===== src/rtl/div_scheduler_if.sv =====
// Requester, result and divider-control signals of div_scheduler.
// slave: the scheduler. master: the requesters plus the shared divider.
interface div_scheduler_if #(
  parameter int unsigned WIDTH = 32
);
  logic             req0;
  logic             req1;
  logic [WIDTH-1:0] dividend0;
  logic [WIDTH-1:0] divisor0;
  logic [WIDTH-1:0] dividend1;
  logic [WIDTH-1:0] divisor1;
  logic             gnt0;
  logic             gnt1;
  logic             done0;
  logic             done1;
  logic [WIDTH-1:0] quotient;
  logic [WIDTH-1:0] remainder;
  logic             dz;
  logic             busy;
  logic             div_rst;
  logic             div_run;
  logic [WIDTH-1:0] div_dividend;
  logic [WIDTH-1:0] div_divisor;
  logic             div_ready;
  logic [WIDTH-1:0] div_quotient;
  logic [WIDTH-1:0] div_remainder;

  modport slave (
    input  req0, req1, dividend0, divisor0, dividend1, divisor1,
    input  div_ready, div_quotient, div_remainder,
    output gnt0, gnt1, done0, done1, quotient, remainder, dz, busy,
    output div_rst, div_run, div_dividend, div_divisor
  );

  modport master (
    output req0, req1, dividend0, divisor0, dividend1, divisor1,
    output div_ready, div_quotient, div_remainder,
    input  gnt0, gnt1, done0, done1, quotient, remainder, dz, busy,
    input  div_rst, div_run, div_dividend, div_divisor
  );
endinterface


===== src/rtl/div_scheduler.sv =====
// Round-robin scheduler sharing one iterative divider between two requesters.
// Optional macro DIV_ZERO_CHK_EN: divisor==0 is answered locally without the divider.
module div_scheduler #(
  parameter int unsigned WIDTH     = 32,
  parameter bit          TIE_FIRST = 1'b0
) (
  input logic            clk,
  input logic            rst,
  div_scheduler_if.slave bus
);

`ifdef DIV_ZERO_CHK_EN
  localparam bit ZERO_CHK = 1'b1;
`else
  localparam bit ZERO_CHK = 1'b0;
`endif

  typedef enum logic [1:0] {
    IDLE = 2'd0,
    LOAD = 2'd1,
    RUN  = 2'd2,
    DONE = 2'd3
  } state_t;

  state_t           state;
  logic             owner;
  logic             last;
  logic             dz_q;
  logic             pick;
  logic [WIDTH-1:0] pick_dividend;
  logic [WIDTH-1:0] pick_divisor;

  // Arbitration: a lone request wins, a tie goes to the port not served last.
  always_comb begin
    pick = bus.req1;
    if (bus.req0 && bus.req1) begin
      pick = ~last;
    end
    pick_dividend = pick ? bus.dividend1 : bus.dividend0;
    pick_divisor  = pick ? bus.divisor1  : bus.divisor0;
  end

  assign bus.dz = ZERO_CHK ? dz_q : 1'b0;

  always_ff @(posedge clk) begin
    if (rst) begin
      state            <= IDLE;
      owner            <= 1'b0;
      last             <= ~TIE_FIRST;
      dz_q             <= 1'b0;
      bus.gnt0         <= 1'b0;
      bus.gnt1         <= 1'b0;
      bus.done0        <= 1'b0;
      bus.done1        <= 1'b0;
      bus.busy         <= 1'b0;
      bus.div_rst      <= 1'b1;
      bus.div_run      <= 1'b0;
      bus.div_dividend <= '0;
      bus.div_divisor  <= '0;
      bus.quotient     <= '0;
      bus.remainder    <= '0;
    end else begin
      bus.gnt0  <= 1'b0;
      bus.gnt1  <= 1'b0;
      bus.done0 <= 1'b0;
      bus.done1 <= 1'b0;
      unique case (state)
        IDLE: begin
          bus.div_rst <= 1'b0;
          bus.div_run <= 1'b0;
          if (bus.req0 || bus.req1) begin
            owner    <= pick;
            bus.gnt0 <= ~pick;
            bus.gnt1 <= pick;
            bus.busy <= 1'b1;
            if (ZERO_CHK && (pick_divisor == '0)) begin
              // Divide-by-zero answered here; divider is left alone.
              state         <= DONE;
              bus.done0     <= ~pick;
              bus.done1     <= pick;
              bus.quotient  <= '1;
              bus.remainder <= pick_dividend;
              dz_q          <= 1'b1;
            end else begin
              state            <= LOAD;
              bus.div_rst      <= 1'b1;
              bus.div_dividend <= pick_dividend;
              bus.div_divisor  <= pick_divisor;
            end
          end
        end
        LOAD: begin
          state       <= RUN;
          bus.div_rst <= 1'b0;
          bus.div_run <= 1'b1;
        end
        RUN: begin
          if (bus.div_ready) begin
            state         <= DONE;
            bus.div_run   <= 1'b0;
            bus.quotient  <= bus.div_quotient;
            bus.remainder <= bus.div_remainder;
            dz_q          <= 1'b0;
            bus.done0     <= ~owner;
            bus.done1     <= owner;
          end
        end
        DONE: begin
          state    <= IDLE;
          bus.busy <= 1'b0;
          last     <= owner;
        end
        default: begin
          state <= IDLE;
        end
      endcase
    end
  end

endmodule


===== src/flat_wrapper.sv =====
// flat-port wrapper written by rule: the top's interface ports become plain ports
module div_scheduler_flat 
#(
  parameter int unsigned WIDTH     = 32,
  parameter bit          TIE_FIRST = 1'b0
)
  (clk, rst, bus_req0, bus_req1, bus_dividend0, bus_divisor0, bus_dividend1, bus_divisor1, bus_div_ready, bus_div_quotient, bus_div_remainder, bus_gnt0, bus_gnt1, bus_done0, bus_done1, bus_quotient, bus_remainder, bus_dz, bus_busy, bus_div_rst, bus_div_run, bus_div_dividend, bus_div_divisor);
  div_scheduler_if #(.WIDTH(WIDTH)) bus_i ();
  input logic clk;
  input logic rst;
  input wire logic [$bits(bus_i.req0)-1:0] bus_req0;
  input wire logic [$bits(bus_i.req1)-1:0] bus_req1;
  input wire logic [$bits(bus_i.dividend0)-1:0] bus_dividend0;
  input wire logic [$bits(bus_i.divisor0)-1:0] bus_divisor0;
  input wire logic [$bits(bus_i.dividend1)-1:0] bus_dividend1;
  input wire logic [$bits(bus_i.divisor1)-1:0] bus_divisor1;
  input wire logic [$bits(bus_i.div_ready)-1:0] bus_div_ready;
  input wire logic [$bits(bus_i.div_quotient)-1:0] bus_div_quotient;
  input wire logic [$bits(bus_i.div_remainder)-1:0] bus_div_remainder;
  output wire logic [$bits(bus_i.gnt0)-1:0] bus_gnt0;
  output wire logic [$bits(bus_i.gnt1)-1:0] bus_gnt1;
  output wire logic [$bits(bus_i.done0)-1:0] bus_done0;
  output wire logic [$bits(bus_i.done1)-1:0] bus_done1;
  output wire logic [$bits(bus_i.quotient)-1:0] bus_quotient;
  output wire logic [$bits(bus_i.remainder)-1:0] bus_remainder;
  output wire logic [$bits(bus_i.dz)-1:0] bus_dz;
  output wire logic [$bits(bus_i.busy)-1:0] bus_busy;
  output wire logic [$bits(bus_i.div_rst)-1:0] bus_div_rst;
  output wire logic [$bits(bus_i.div_run)-1:0] bus_div_run;
  output wire logic [$bits(bus_i.div_dividend)-1:0] bus_div_dividend;
  output wire logic [$bits(bus_i.div_divisor)-1:0] bus_div_divisor;
  assign bus_i.req0 = bus_req0;
  assign bus_i.req1 = bus_req1;
  assign bus_i.dividend0 = bus_dividend0;
  assign bus_i.divisor0 = bus_divisor0;
  assign bus_i.dividend1 = bus_dividend1;
  assign bus_i.divisor1 = bus_divisor1;
  assign bus_i.div_ready = bus_div_ready;
  assign bus_i.div_quotient = bus_div_quotient;
  assign bus_i.div_remainder = bus_div_remainder;
  assign bus_gnt0 = bus_i.gnt0;
  assign bus_gnt1 = bus_i.gnt1;
  assign bus_done0 = bus_i.done0;
  assign bus_done1 = bus_i.done1;
  assign bus_quotient = bus_i.quotient;
  assign bus_remainder = bus_i.remainder;
  assign bus_dz = bus_i.dz;
  assign bus_busy = bus_i.busy;
  assign bus_div_rst = bus_i.div_rst;
  assign bus_div_run = bus_i.div_run;
  assign bus_div_dividend = bus_i.div_dividend;
  assign bus_div_divisor = bus_i.div_divisor;
  div_scheduler #(.WIDTH(WIDTH), .TIE_FIRST(TIE_FIRST)) u_core (.clk(clk), .rst(rst), .bus(bus_i));
endmodule

===== config.mk =====
export PLATFORM = sky130hd
export DESIGN_NAME = div_scheduler_flat
export DESIGN_NICKNAME = d
export VERILOG_FILES = /design/src/rtl/div_scheduler_if.sv /design/src/rtl/div_scheduler.sv /design/src/flat_wrapper.sv
export SDC_FILE = /design/constraint.sdc
export NUM_CORES = 1
export LEC_CHECK = 0
export CAP_MARGIN = 20
export CORE_AREA = 2 2 128 130
export DETAILED_ROUTE_END_ITERATION = 7
export DIE_AREA = 0 0 130 132
export GPL_ROUTABILITY_DRIVEN = 1
export MAX_ROUTING_LAYER = met4
export PLACE_DENSITY = 0.77
export RECOVER_POWER = 25
export SLEW_MARGIN = 40
export SYNTH_ARGS = -nofsm -noshare
export SYNTH_HDL_FRONTEND = slang
export SYNTH_SLANG_ARGS = --single-unit

===== constraint.sdc =====
create_clock -name clk -period 3.6 [get_ports clk]
set_clock_uncertainty 0.1 [all_clocks]
set_input_delay 0.72 -clock clk [delete_from_list [all_inputs] [get_ports clk]]
set_output_delay 0.72 -clock clk [all_outputs]
set_load 0.05 [all_outputs]

==> results.cfg <==
[grt]
grt_pass1_wl_um = 28980
grt_use_total = 0.2203
overflow = 0
grt_pass1_vias = 5573
grt_antenna_before_repair = 2
grt_max_degree = 72

[clock_tree]
cts_max_level = 4
cts.clk_slew.worst_paths_ps = 60
postCtsSetupBuffers = 0
post_cts_resized = 0
clock_path_buffers = 2
cts_num_sinks = 139
insertion_delay_ps = 400
cts_buffers = 17
cts_tree = done
cts_hold_buf = 0
root_buffer = clkbuf_16

[min_path]
min-delay-start = u_core.bus.quotient[25]$_SDFFE_PP0P_
worstHoldPathCells = 2
hp-class = register to register
whs_endpoint = u_core.bus.quotient[25]$_SDFFE_PP0P_

[drt]
wl_per_cell_um = 15.49
num_vias = 5841
wl_um = 18850
antenna_left = 0
drc = 0
drtIter0Drc = 253
dr.pass1.iters = 5
viasPerCell = 4.800

[power_and_ir_drop]
power.share.clock = 0.250
seq_power_share = 0.292
sw_frac_of_total = 0.4237
power_mw = 7.099
p_leak_nw = 3.493
power.internal_mw = 4.091
combPwrFrac = 0.459
cellPowerDensity_nw_per_um2 = 749.7
peakVddDrop_v = 0.0003854
power_switching_mw = 3.008

[sta]
period_needed_ps = 2817
clock.fmax_ghz = 0.3550
rsz0062_at_grt = no
finalHoldViolCount = 0
slew_viol_final = 0
slew_headroom = 0.1604
finalSetupTns_ps = 0
finalCritPeriodShare = 0.7825
setup_viol = 0
worstMarginPinSlew_ps = 1259

[synth]
synth_cell_types = 32
ys_ff_latch = 139
syn_area_per_cell_um2 = 7.999
syn_area_um2 = 5471
synth_top_cell_area_share = 0.5086
syn_nets = 886
yosys_warnings = 0
synth.largest_area_cell = dfxtp_1
ys_top_cells_by_area = dfxtp_1, a21oi_1, nand2_1
syn_inst = 684
ys_seq_area_frac = 0.5086

[setup_path]
end_kind = register
crit_type = primary input to register
r2r_start = u_core.state[0]$_SDFFE_PP0P_
crit_top_cell = nand2_1
arrival_ps = 3040
reg2reg_slack_ps = 940
crit_path_top_delay_cell = clkbuf_2
crit_required_ps = 3830
timing.rr.end = u_core.bus.quotient[11]$_SDFFE_PP0P_
cp_cell_sequence = dlygate4sd3_1 -> nand2_1 -> clkbuf_2 -> nand2_1 -> a21oi_1
cp_max_fo = 39
worst-r2r-cell-count = 6
cp-start-kind = primary input
slowest_delay_ps = 730

[floorplanning]
ioPinCount = 333
num_rows = 46
die_w_um = 130
die_y_um = 132
start_util = 0.3482
die_area_um2 = 17160
core_um2 = 15710

[finish]
synthToLayoutAreaGrowth_pct = 73.06
fin_nets = 1188
multi_input_comb_area_um2 = 2375
nFillCells = 1370
regArea_um2 = 2783
drive_gt1_frac = 0.07608

[place]
hpwl_um = 13110
routabilityCongestion = 0.8310
numPortBuffers = 331

[run_status]
status = completed

[job]
maxCapViolations = 0
metal layers:
metal / wire [um] / vias up / track usage
met1: 7566 / 2655 / 0.2518
met3: 1753 / 28 / 0.07549
met5: 0 / - / -
met2: 8986 / 254 / 0.3531
li1: - / 2904 / -
met4: 544 / 0 / 0.08602
worst max path at each step:
| stage | startpoint | endpoint | slack [ps] |
|---|---|---|---|
| 5_1_grt | bus_div_ready | u_core.bus.remainder[7]$_SDFFE_PP0P_ | 640 |
| 2_1_floorplan | rst | u_core.bus.div_divisor[15]$_SDFFE_PP0P_ | 1890 |
| 3_3_place_gp | bus_req1 | u_core.bus.div_divisor[3]$_SDFFE_PP0P_ | 1020 |
| 4_1_cts | u_core.bus.div_divisor[3]$_SDFFE_PP0P_ | bus_div_divisor[3] | 1140 |
| 6_report | bus_div_ready | u_core.bus.quotient[11]$_SDFFE_PP0P_ | 780 |
| 3_5_place_dp | bus_req1 | u_core.bus.div_dividend[3]$_SDFFE_PP0P_ | 960 |
stage by stage:
step           hold slack, ps  area (um2)  setup WS, ps    util  instances
2_1_floorplan           339.8        5472          1887       -        684
3_3_place_gp            340.8        8871          1016  0.5646       1183
3_5_place_dp            345.3        8874         957.1  0.5647       1183
4_1_cts                 353.5        9477          1144  0.6031       1215
5_1_grt                 368.0        9469         638.3  0.6026       1217
6_report                351.0        9469         782.9  0.6026       1217
synth_stat cells:
master	count
buf_2	24
o31ai_1	2
nor3_1	3
nand2_1	196
and3_1	1
inv_1	3
clkbuf_1	23
buf_6	3
a21oi_1	167
o221a_2	1
o311a_1	1
ha_1	5
buf_8	2
nand2b_1	1
buf_1	1
o21ai_1	9
o21a_1	1
dfxtp_1	139
nor2_1	3
a21boi_2	1
mux2i_1	1
conb_1	1
o21ai_0	57
or4b_1	1
buf_4	5
nor3b_2	1
a21bo_1	1
o21ai_2	1
nor2b_1	1
inv_2	1
and2_1	1
a21oi_2	27
registers in the layout, summed over array words and instances, names as in the netlist, 2 cells and up:
signal,count
u_core.state,2
u_core.bus.quotient,32
u_core.bus.remainder,32
u_core.bus.div_dividend,32
u_core.bus.div_divisor,32
placed cells by master (no fill, tap or decap), drive strengths merged, types with 2 or more instances in the layout:
master and instances:
buf 9, clkinvlp 2, ha 5, a21oi 194, clkinv 5, dfxtp 139, nor3 3, inv 7
o21ai 67, clkbuf 22, diode 2, bufinv 2, dlygate4sd3 2, nand2 196, nor2 3, clkdlybuf4s50 328
o31ai 2
logic make-up (layout without fill, tap and decap cells):
family | after synthesis | after routing | share of synthesized area
AOI/OAI and AO/OA | 268 | 268 | 0.2698
and+or+nand+nor | 208 | 208 | 0.1480
other | 1 | 3 | 0.0006854
adders and majority gates | 5 | 5 | 0.01143
DFF | 139 | 139 | 0.5086
muxes | 1 | 1 | 0.001829
buffers and inverters | 62 | 377 | 0.05968
area by class of cell:
class / instances / area share
timing repair buffer: 341 / 0.3607
sequential: 139 / 0.2939
multi-input combinational: 483 / 0.2508
clock buffer: 20 / 0.04929
tap: 216 / 0.02854
clock inverter: 12 / 0.01440
inverter: 4 / 0.001850
antenna: 2 / 0.0005285
worst max-delay path, delay by kind of cell:
family	cells	cell delay, ps
buffers and inverters	2	1300
and+or+nand+nor	2	810
AOI/OAI and AO/OA	1	180
power groups by stage:
stage | clock network, mW | logic (mW) | registers, mW
finish | 1.77 | 3.26 | 2.07
global route | 1.88 | 3.47 | 2.11
CTS | 1.81 | 3.29 | 2.07
detailed placement | 0 | 3.28 | 2.09
global placement | 0 | 3.26 | 2.09
floorplan | 0 | 0.982 | 3.24
No activity file was read; power rests on OpenSTA's default activity.
==> patch (same settings) <==
Encoding of `state_t`: now one-hot (4 bits for 4 states).
--- a/src/rtl/div_scheduler.sv
+++ b/src/rtl/div_scheduler.sv
@@ -16,9 +16,9 @@
 `endif
 
-  typedef enum logic [1:0] {
-    IDLE = 2'd0,
-    LOAD = 2'd1,
-    RUN  = 2'd2,
-    DONE = 2'd3
+  typedef enum logic [3:0] {
+    IDLE = 4'b0001,
+    LOAD = 4'b0010,
+    RUN  = 4'b0100,
+    DONE = 4'b1000
   } state_t;
 
Check against the original RTL: same outputs for any inputs over 4 cycles, from zero or initial values and one cycle with rst high; so few cycles prove little.
==> patch against the unedited design <==
  * The flow now finishes with violations (max-capacitance violations, max-slew violations)
  * Global-route usage rose by 2.4 points
  * Final cell count fell by 4.8%
  * Sequential cell count rose by 2
  * Wire length rose by 11%
  * Area after synthesis rose by 9.3%
  * Core utilization rose by 3.0 points
  * Synthesized cell count fell by 6.1%
  * Setup slack got worse by 28 ps
  * Non-clock buffer count rose by 3
  * Count of clock-buffer cells in the layout did not move
  * Cell area rose by 5.0%
Power is not compared: it rests on default switching activity, and its combinational part moved more than twofold at a synthesized area within 25%.
==> patch: results <==
metrics = {
    "sta": {
        "setup_slack_ps": 755,
        "slew_violations": 72,
        "max_slew.worst_pin.slew_ps": 1550,
        "whs_ps": 355,
    },
    "clock_network": {
        "clk-insertion-delay-late_ps": 420,
    },
    "routing": {
        "via_count": 5999,
        "drt_iter0_drc": 299,
        "drt-met1-wl_mm": 8.37,
    },
    "worst_setup_path": {
        "r2r-end": "u_core.bus.remainder[5]",
        "cpPeakStageDelay_ps": 880,
        "slowest_stage": "inv_1",
        "r2r_cells": 4,
        "reg2reg_slack_ps": 920,
    },
    "outcome": {
        "status": "finished, violations left",
        "violations": "max-capacitance violations, max-slew violations",
    },
    "place": {
        "hpwlAfterDp_mm": 14.8,
        "dp.cells": 1126,
    },
    "synth": {
        "synth_area_leaders": "dfxtp_1 (47%), mux2i_1 (11%), o32ai_1 (9.4%)",
        "ys_types": 36,
    },
    "global_route": {
        "grt_pass1_wl_mm": 31.6,
        "use_met1_pct": 27.0,
        "grt_pass1_vias": 5908,
        "use_met2_pct": 38.5,
        "grt_use_met3_pct": 10.1,
    },
    "min_path": {
        "whs_endpoint": "u_core.bus.remainder[21]",
    },
    "layout": {
        "layout.nets": 1126,
        "finalNonFillerCells": 1159,
    },
    "flow_run": {
        "drv_cap": 1,
    },
}
==> patch: cell count changes in the layout (fill, tap and decap cells not counted), moves of 27 or more <==
| cell | before | now |
|---|---|---|
| a21oi_1 | 167 | 65 |
| nand2_1 | 196 | 130 |
| a211oi_1 | 0 | 65 |
| mux2i_1 | 1 | 65 |
| o32ai_1 | 0 | 64 |
| o21ai_0 | 57 | 0 |
| a21oi_2 | 27 | 0 |
==> patch: area by class of cell <==
class                   count  share of cell area [%]
diodes                      1                  0.0252
repair buffers            344                    34.6
flip-flops and latches    141                    28.4
inverters                   3                   0.138
well taps                 216                    2.72
clock buffers              20                    4.59
multi-input cells         422                    27.7
clock inverters            12                    1.85
==> patch: cell families (layout without fill, tap and decap cells) <==
logic type	count (synthesis)	after routing	share of synthesized area [%]
AO/OA/AOI/OAI	202	202	24.1
AND/OR/NAND/NOR	153	153	10.8
flip-flops	141	141	47.2
buffers and inverters	79	379	6.80
multiplexers	65	65	10.9
other	1	2	0.0627
XOR/XNOR	1	1	0.147
